==> config.mk <==
export PLATFORM = sky130hd
export DESIGN_NAME = syscall_responder_flat
export DESIGN_NICKNAME = d
export VERILOG_FILES = /design/src/rtl/syscall_responder_if.sv /design/src/rtl/syscall_responder.sv /design/src/flat_wrapper.sv
export SDC_FILE = /design/constraint.sdc
export NUM_CORES = 1
export LEC_CHECK = 0
export CAP_MARGIN = 25
export CORE_MARGIN = 3
export CORE_UTILIZATION = 53
export CTS_BUF_LIST = sky130_fd_sc_hd__clkbuf_4 sky130_fd_sc_hd__clkbuf_8
export CTS_CLUSTER_SIZE = 8
export DETAILED_ROUTE_END_ITERATION = 12
export PLACE_DENSITY = 0.73
export SETUP_SLACK_MARGIN = 0.02
export SLEW_MARGIN = 15
export SYNTH_ARGS = -nofsm -noshare
export SYNTH_HDL_FRONTEND = slang
export SYNTH_SLANG_ARGS = --single-unit
==> constraint.sdc <==
create_clock -name clk -period 6.6 [get_ports clk]
set_input_delay 0.66 -clock clk [delete_from_list [all_inputs] [get_ports clk]]
set_output_delay 0.66 -clock clk [all_outputs]
set_load 0.005 [all_outputs]
==> src/rtl/syscall_responder_if.sv <==
// syscall_responder_if: datapath <-> syscall responder bundle.
// Memory read port exists only with `SYSCALL_PRINT_STR_EN`.
interface syscall_responder_if;
   logic        syscall_req;
   logic [31:0] v0_data;
   logic [31:0] a0_data;
   logic        stall;
   logic        done;
   logic        result_we;
   logic [31:0] result_data;
   logic        tx_valid;
   logic [7:0]  tx_data;
   logic        tx_ready;
   logic        halted;
   logic        bad_code;
`ifdef SYSCALL_PRINT_STR_EN
   logic        mem_req;
   logic [31:0] mem_addr;
   logic [31:0] mem_rdata;
   logic        mem_ack;

   modport master (
      output syscall_req, v0_data, a0_data, tx_ready,
      output mem_rdata, mem_ack,
      input  stall, done, result_we, result_data,
      input  tx_valid, tx_data, halted, bad_code,
      input  mem_req, mem_addr
   );

   modport slave (
      input  syscall_req, v0_data, a0_data, tx_ready,
      input  mem_rdata, mem_ack,
      output stall, done, result_we, result_data,
      output tx_valid, tx_data, halted, bad_code,
      output mem_req, mem_addr
   );
`else
   modport master (
      output syscall_req, v0_data, a0_data, tx_ready,
      input  stall, done, result_we, result_data,
      input  tx_valid, tx_data, halted, bad_code
   );

   modport slave (
      input  syscall_req, v0_data, a0_data, tx_ready,
      output stall, done, result_we, result_data,
      output tx_valid, tx_data, halted, bad_code
   );
`endif
endinterface

==> src/rtl/syscall_responder.sv <==
// syscall_responder: services print int/char, sbrk, exit syscalls.
// Print string (code 4) is built only with `SYSCALL_PRINT_STR_EN`.
module syscall_responder #(
   parameter logic [31:0] HEAP_BASE = 32'h10000000,
   parameter logic [31:0] HEAP_SIZE = 32'h000000fc
) (
   input  logic               clk,
   input  logic               reset,
   syscall_responder_if.slave bus
);
   localparam logic [32:0] HEAP_LIM =
      {1'b0, HEAP_BASE} + {1'b0, HEAP_SIZE};

   typedef enum logic [2:0] {
      IDLE, DECODE, INT_SIGN, INT_DIGIT,
      TX_CHAR, STR_FETCH, STR_EMIT, FINISH
   } state_t;

   state_t      state;
   state_t      ret;
   logic [31:0] code;
   logic [31:0] arg;
   logic [31:0] mag;
   logic [31:0] heap_ptr;
   logic [3:0]  pos;
   logic [3:0]  digit;
   logic        started;
   logic [31:0] n_round;
   logic [32:0] heap_end;
   logic [31:0] pow;
`ifdef SYSCALL_PRINT_STR_EN
   logic [31:0] word;
   logic [7:0]  lane;
`endif

   function automatic logic [31:0] pow10(input logic [3:0] p);
      case (p)
         4'd9:    pow10 = 32'd1000000000;
         4'd8:    pow10 = 32'd100000000;
         4'd7:    pow10 = 32'd10000000;
         4'd6:    pow10 = 32'd1000000;
         4'd5:    pow10 = 32'd100000;
         4'd4:    pow10 = 32'd10000;
         4'd3:    pow10 = 32'd1000;
         4'd2:    pow10 = 32'd100;
         4'd1:    pow10 = 32'd10;
         default: pow10 = 32'd1;
      endcase
   endfunction

   assign bus.stall = bus.syscall_req & ~bus.done;

   // sbrk size rounding, heap end and current decimal weight
   always_comb begin
      n_round  = (arg + 32'd3) & ~32'd3;
      heap_end = {1'b0, heap_ptr} + {1'b0, n_round};
      pow      = pow10(pos);
   end

`ifdef SYSCALL_PRINT_STR_EN
   // little-endian byte lane of the fetched word
   always_comb begin
      case (arg[1:0])
         2'd0:    lane = word[7:0];
         2'd1:    lane = word[15:8];
         2'd2:    lane = word[23:16];
         default: lane = word[31:24];
      endcase
   end
`endif

   // service FSM with registered outputs
   always_ff @(posedge clk or negedge reset) begin
      if (!reset) begin
         state           <= IDLE;
         ret             <= IDLE;
         code            <= '0;
         arg             <= '0;
         mag             <= '0;
         heap_ptr        <= HEAP_BASE;
         pos             <= '0;
         digit           <= '0;
         started         <= 1'b0;
         bus.done        <= 1'b0;
         bus.result_we   <= 1'b0;
         bus.result_data <= '0;
         bus.tx_valid    <= 1'b0;
         bus.tx_data     <= '0;
         bus.halted      <= 1'b0;
         bus.bad_code    <= 1'b0;
`ifdef SYSCALL_PRINT_STR_EN
         bus.mem_req     <= 1'b0;
         bus.mem_addr    <= '0;
         word            <= '0;
`endif
      end else begin
         case (state)
            IDLE: begin
               if (bus.syscall_req && !bus.halted) begin
                  code  <= bus.v0_data;
                  arg   <= bus.a0_data;
                  state <= DECODE;
               end
            end
            DECODE: begin
               case (code)
                  32'd1: state <= INT_SIGN;
                  32'd11: begin
                     bus.tx_valid <= 1'b1;
                     bus.tx_data  <= arg[7:0];
                     ret          <= FINISH;
                     state        <= TX_CHAR;
                  end
                  32'd9: begin
                     bus.done      <= 1'b1;
                     bus.result_we <= 1'b1;
                     state         <= FINISH;
                     if (heap_end <= HEAP_LIM) begin
                        bus.result_data <= heap_ptr;
                        heap_ptr        <= heap_end[31:0];
                     end else begin
                        bus.result_data <= 32'hFFFFFFFF;
                     end
                  end
                  32'd10: begin
                     bus.halted <= 1'b1;
                     bus.done   <= 1'b1;
                     state      <= FINISH;
                  end
`ifdef SYSCALL_PRINT_STR_EN
                  32'd4: begin
                     bus.mem_req  <= 1'b1;
                     bus.mem_addr <= {arg[31:2], 2'b00};
                     state        <= STR_FETCH;
                  end
`endif
                  default: begin
                     bus.done     <= 1'b1;
                     bus.bad_code <= 1'b1;
                     state        <= FINISH;
                  end
               endcase
            end
            INT_SIGN: begin
               pos     <= 4'd9;
               digit   <= 4'd0;
               started <= 1'b0;
               if (arg[31]) begin
                  mag          <= -arg;
                  bus.tx_valid <= 1'b1;
                  bus.tx_data  <= 8'h2D;
                  ret          <= INT_DIGIT;
                  state        <= TX_CHAR;
               end else begin
                  mag   <= arg;
                  state <= INT_DIGIT;
               end
            end
            INT_DIGIT: begin
               if (mag >= pow) begin
                  mag   <= mag - pow;
                  digit <= digit + 4'd1;
               end else begin
                  digit <= 4'd0;
                  pos   <= pos - 4'd1;
                  if (digit != 4'd0 || started || pos == 4'd0) begin
                     started      <= 1'b1;
                     bus.tx_valid <= 1'b1;
                     bus.tx_data  <= 8'h30 + {4'h0, digit};
                     ret   <= (pos == 4'd0) ? FINISH : INT_DIGIT;
                     state <= TX_CHAR;
                  end
               end
            end
            TX_CHAR: begin
               if (bus.tx_ready) begin
                  bus.tx_valid <= 1'b0;
                  state        <= ret;
                  if (ret == FINISH)
                     bus.done <= 1'b1;
`ifdef SYSCALL_PRINT_STR_EN
                  if (ret == STR_FETCH) begin
                     bus.mem_req  <= 1'b1;
                     bus.mem_addr <= {arg[31:2], 2'b00};
                  end
`endif
               end
            end
`ifdef SYSCALL_PRINT_STR_EN
            STR_FETCH: begin
               if (bus.mem_ack) begin
                  bus.mem_req <= 1'b0;
                  word        <= bus.mem_rdata;
                  state       <= STR_EMIT;
               end
            end
            STR_EMIT: begin
               if (lane == 8'h00) begin
                  bus.done <= 1'b1;
                  state    <= FINISH;
               end else begin
                  bus.tx_valid <= 1'b1;
                  bus.tx_data  <= lane;
                  arg          <= arg + 32'd1;
                  ret   <= (arg[1:0] == 2'd3) ? STR_FETCH : STR_EMIT;
                  state <= TX_CHAR;
               end
            end
`endif
            FINISH: begin
               bus.done      <= 1'b0;
               bus.result_we <= 1'b0;
               bus.bad_code  <= 1'b0;
               state         <= IDLE;
            end
            default: state <= IDLE;
         endcase
      end
   end
endmodule

==> src/flat_wrapper.sv <==
// flat-port wrapper written by rule: the top's interface ports become plain ports
module syscall_responder_flat 
#(
   parameter logic [31:0] HEAP_BASE = 32'h10000000,
   parameter logic [31:0] HEAP_SIZE = 32'h000000fc
)
  (clk, reset, bus_syscall_req, bus_v0_data, bus_a0_data, bus_tx_ready, bus_stall, bus_done, bus_result_we, bus_result_data, bus_tx_valid, bus_tx_data, bus_halted, bus_bad_code);
  syscall_responder_if bus_i ();
  input  logic clk;
  input  logic reset;
  input wire logic [$bits(bus_i.syscall_req)-1:0] bus_syscall_req;
  input wire logic [$bits(bus_i.v0_data)-1:0] bus_v0_data;
  input wire logic [$bits(bus_i.a0_data)-1:0] bus_a0_data;
  input wire logic [$bits(bus_i.tx_ready)-1:0] bus_tx_ready;
  output wire logic [$bits(bus_i.stall)-1:0] bus_stall;
  output wire logic [$bits(bus_i.done)-1:0] bus_done;
  output wire logic [$bits(bus_i.result_we)-1:0] bus_result_we;
  output wire logic [$bits(bus_i.result_data)-1:0] bus_result_data;
  output wire logic [$bits(bus_i.tx_valid)-1:0] bus_tx_valid;
  output wire logic [$bits(bus_i.tx_data)-1:0] bus_tx_data;
  output wire logic [$bits(bus_i.halted)-1:0] bus_halted;
  output wire logic [$bits(bus_i.bad_code)-1:0] bus_bad_code;
  assign bus_i.syscall_req = bus_syscall_req;
  assign bus_i.v0_data = bus_v0_data;
  assign bus_i.a0_data = bus_a0_data;
  assign bus_i.tx_ready = bus_tx_ready;
  assign bus_stall = bus_i.stall;
  assign bus_done = bus_i.done;
  assign bus_result_we = bus_i.result_we;
  assign bus_result_data = bus_i.result_data;
  assign bus_tx_valid = bus_i.tx_valid;
  assign bus_tx_data = bus_i.tx_data;
  assign bus_halted = bus_i.halted;
  assign bus_bad_code = bus_i.bad_code;
  syscall_responder #(.HEAP_BASE(HEAP_BASE), .HEAP_SIZE(HEAP_SIZE)) u_core (.clk(clk), .reset(reset), .bus(bus_i));
endmodule
==> run metrics <==
crit path kind=reg2reg; Worst Max-Slew Pin Slew=roughly 0.92 ns; cell leakage power=between 6 and 7 nW; YS warnings=0; layout cells sized above 1=11.3%; P&R area growth vs syn=13.9%; Placer Congestion=roughly 0.93; prevailing post-synth register cell=dfrtp_1; Slew headroom=approximately 39%; final hold vios=0; largest area contributor in the netlist=dfrtp_1; H-tree level count=4; Synth cell types=74; clk buf depth=2; Max FO, Critical Path=28; Worst Path Arrival=6.28 ns; Post-CTS Resized=0; CTS Buf Count=17; post-synthesis register bit count=184; Finished Cell Area=14000 sq um; commonest non-fill, non-tap cell in the layout=dfrtp_1; worst skew pair latency=just under 0.5 ns; worst vdd rail ir drop=0.235 mV; hold buffer count at cts=0; post-route setup TNS=0 ns; FF-to-FF path depth=21; mapped cell area=12300 sq um; Synth Net Count=1444; Die Ht=158 microns; PD cells=just over 500 nW/um^2; r2r startpoint=u_core.arg[3]; Highest Clock Rate=170 MHz; Avg Cell Area, Syn=approximately 9.4 sq um; fin util=between 60% and 70%; Post-Place Cell Area=13500 sq um; Tmin final=5.90 ns; FFs w/ async S/R, synth=100%; Die X-Extent=158 microns; M1 WL=roughly 15000 microns; top-level port count=114; Area contributors post-synth=dfrtp_1, ha_1, mux2_2, xnor2_1, nand2_1; cells after synthesis=1304; Post-Route WL=32100 microns; post-detail-place hpwl=24000 microns; initial antenna violation count=0; outcome=finished, final reports clean; vias in the first global route=9907; class of the worst hold path=in2async; final period utilization=89.4%; core area=22700 sq um; endpoints failing setup=0; CTS Sinks=184; RSZ-0062 raised after global routing=false; Root Driver=clkbuf_8; DR pass1 iterations=5; top cell type's share of synthesized area=37.3%; wire per inst=19.2 microns; final antenna-violating net count=0; fin. max-slew vios=0; Seq/Total Area, Yosys=37.5%; routed length on met3=roughly 1800 microns; FILL cells=1949; Final #Nets=approximately 1.5k; routed vias=~10k; most frequent cells in the layout=dfrtp_1, nand2_1, clkdlybuf4s50_1; TritonCTS clock tree=built; Initial DRC Count=807; Reg clk slew, reported paths=0.13 ns; FF-to-FF End=u_core.bus.result_data[16]; CP required=6.98 ns; Setup Skew=0.0234 ns; vias per cell=6.07; number of flops mapped to enable cells by yosys=0; Die ar.=25000 sq um; ANT cells=0; # Max-Cap Violations=0; total gr overflow=0; met2 wire len=14400 microns; row count=55; setup bufs post-CTS=0; largest net degree at the start of global routing=78; Startpoint Class=register; initial core utilization=54.1%; first-pass GRT wire length=52500 microns; number of remaining DRC errors=0; Top Metal Used=met4; IO Port Bufs=113; Tot GR Track Use=26.3%; type of element capturing the critical path=register; internal reg-to-reg setup slack=0.70 ns
## how the worst max path moves through the flow
stage               slack, ns     startpoint  cells after the start                    endpoint
global placement         0.84  u_core.arg[3]                     20  u_core.bus.result_data[10]
floorplan                1.65  u_core.arg[3]                     23         u_core.heap_ptr[10]
detailed placement       0.58  u_core.arg[4]                     20  u_core.bus.result_data[11]
global route             0.16  u_core.arg[3]                     21  u_core.bus.result_data[16]
finish                   0.70  u_core.arg[3]                     21  u_core.bus.result_data[16]
CTS                      0.55  u_core.arg[3]                     20  u_core.bus.result_data[16]
## power by group
| part | leakage (nW) | internal [mW] | switching, mW |
|---|---|---|---|
| sequential | 2.33 | 1.49 | 0.453 |
| combinational | 3.61 | 1.83 | 2.46 |
| clock | 0.222 | 0.313 | 0.546 |
| total | 6.15 | 3.63 | 3.45 |
## worst max-delay path, stage by stage, from the launching register on
cell and delay (ns):
dfrtp_1 0.57, and3_1 0.26, nand4_1 0.16, nor3_1 0.46, and3_1 0.31, inv_1 0.06, nor2_1 0.21, nand3_1 0.13
xnor2_1 0.16, ha_1 0.39, a211oi_1 0.35, o211ai_1 0.17, a221oi_1 0.28, inv_1 0.06, a41oi_1 0.28, xor2_1 0.25
and4_1 0.22, nand4_1 0.10, a2111o_2 0.67, buf_12 0.25, buf_4 0.22, o22a_1 0.21
## final cells by class
| type | instances | area, sq um | area share (%) |
|---|---|---|---|
| Clock buffer | 17 | 234 | 1.67 |
| Clock inverter | 15 | 219 | 1.56 |
| Inverter | 33 | 124 | 0.885 |
| Multi-Input combinational cell | 1010 | 7210 | 51.5 |
| Sequential cell | 184 | 4610 | 32.9 |
| Tap cell | 285 | 357 | 2.55 |
| Timing Repair Buffer | 126 | 1240 | 8.89 |
## cells by family after synthesis
family / count (synthesis) / synth area share, %
AOI/OAI and AO/OA: 369 / 19.9
xor gates and xnor gates: 113 / 8.06
adders and majority gates: 72 / 7.45
buffers and inverters: 110 / 3.86
DFF: 184 / 37.5
muxes: 91 / 8.90
and+or+nand+nor: 365 / 14.4
## state kept, by name (all words and copies together) (netlist names)
register                count
u_core.bus.tx_valid         1
u_core.started              1
u_core.bus.halted           1
u_core.bus.result_data     31
u_core.bus.result_we        1
u_core.ret                  2
u_core.arg                 32
u_core.bus.done             1
u_core.digit                4
u_core.bus.bad_code         1
u_core.mag                 32
u_core.code                32
u_core.bus.tx_data          8
u_core.heap_ptr            30
u_core.state                3
u_core.pos                  4
## through the flow
stage               hold WS, ns  setup WS, ns  total power [mW]  instances
floorplan                 0.364          1.65              5.09       1304
global placement          0.459         0.844              6.12       1637
detailed placement        0.470         0.576              6.17       1637
CTS                       0.188         0.547              7.07       1669
global route              0.216         0.165              7.70       1670
finish                    0.174         0.702              7.08       1670
## Yosys cell counts (4+ instances only)
library cell / count
a211oi_1: 14
mux2i_1: 5
nand4_1: 19
ha_1: 70
mux2_4: 20
or4_1: 8
buf_2: 9
nand2b_1: 11
and3_1: 17
a22o_1: 5
dfrtp_1: 183
o22ai_1: 4
o21a_1: 12
a21boi_0: 5
a211o_1: 4
and2_1: 12
o21ai_1: 8
nor3_1: 18
nor2_1: 75
and4_1: 6
clkbuf_1: 60
or3_1: 15
o22a_1: 32
a21o_1: 24
o211ai_1: 14
xnor2_1: 61
xor2_1: 52
mux2_2: 66
o21bai_1: 9
inv_1: 32
or2_2: 5
nor4_1: 12
nand2_1: 123
a21oi_1: 87
a22oi_1: 4
o41ai_1: 6
o21ai_0: 83
nor2b_1: 9
a31o_2: 4
nand3_1: 30
a31oi_1: 14
o31ai_1: 10
## per-layer routing
layer | global-route usage (%) | vias up
li1 | - | 4877
met2 | 40.2 | 284
met3 | 5.49 | 57
met1 | 37.6 | 4914
met5 | 0 | -
met4 | 8.68 | 0
No activity file was read; power rests on OpenSTA's default activity.
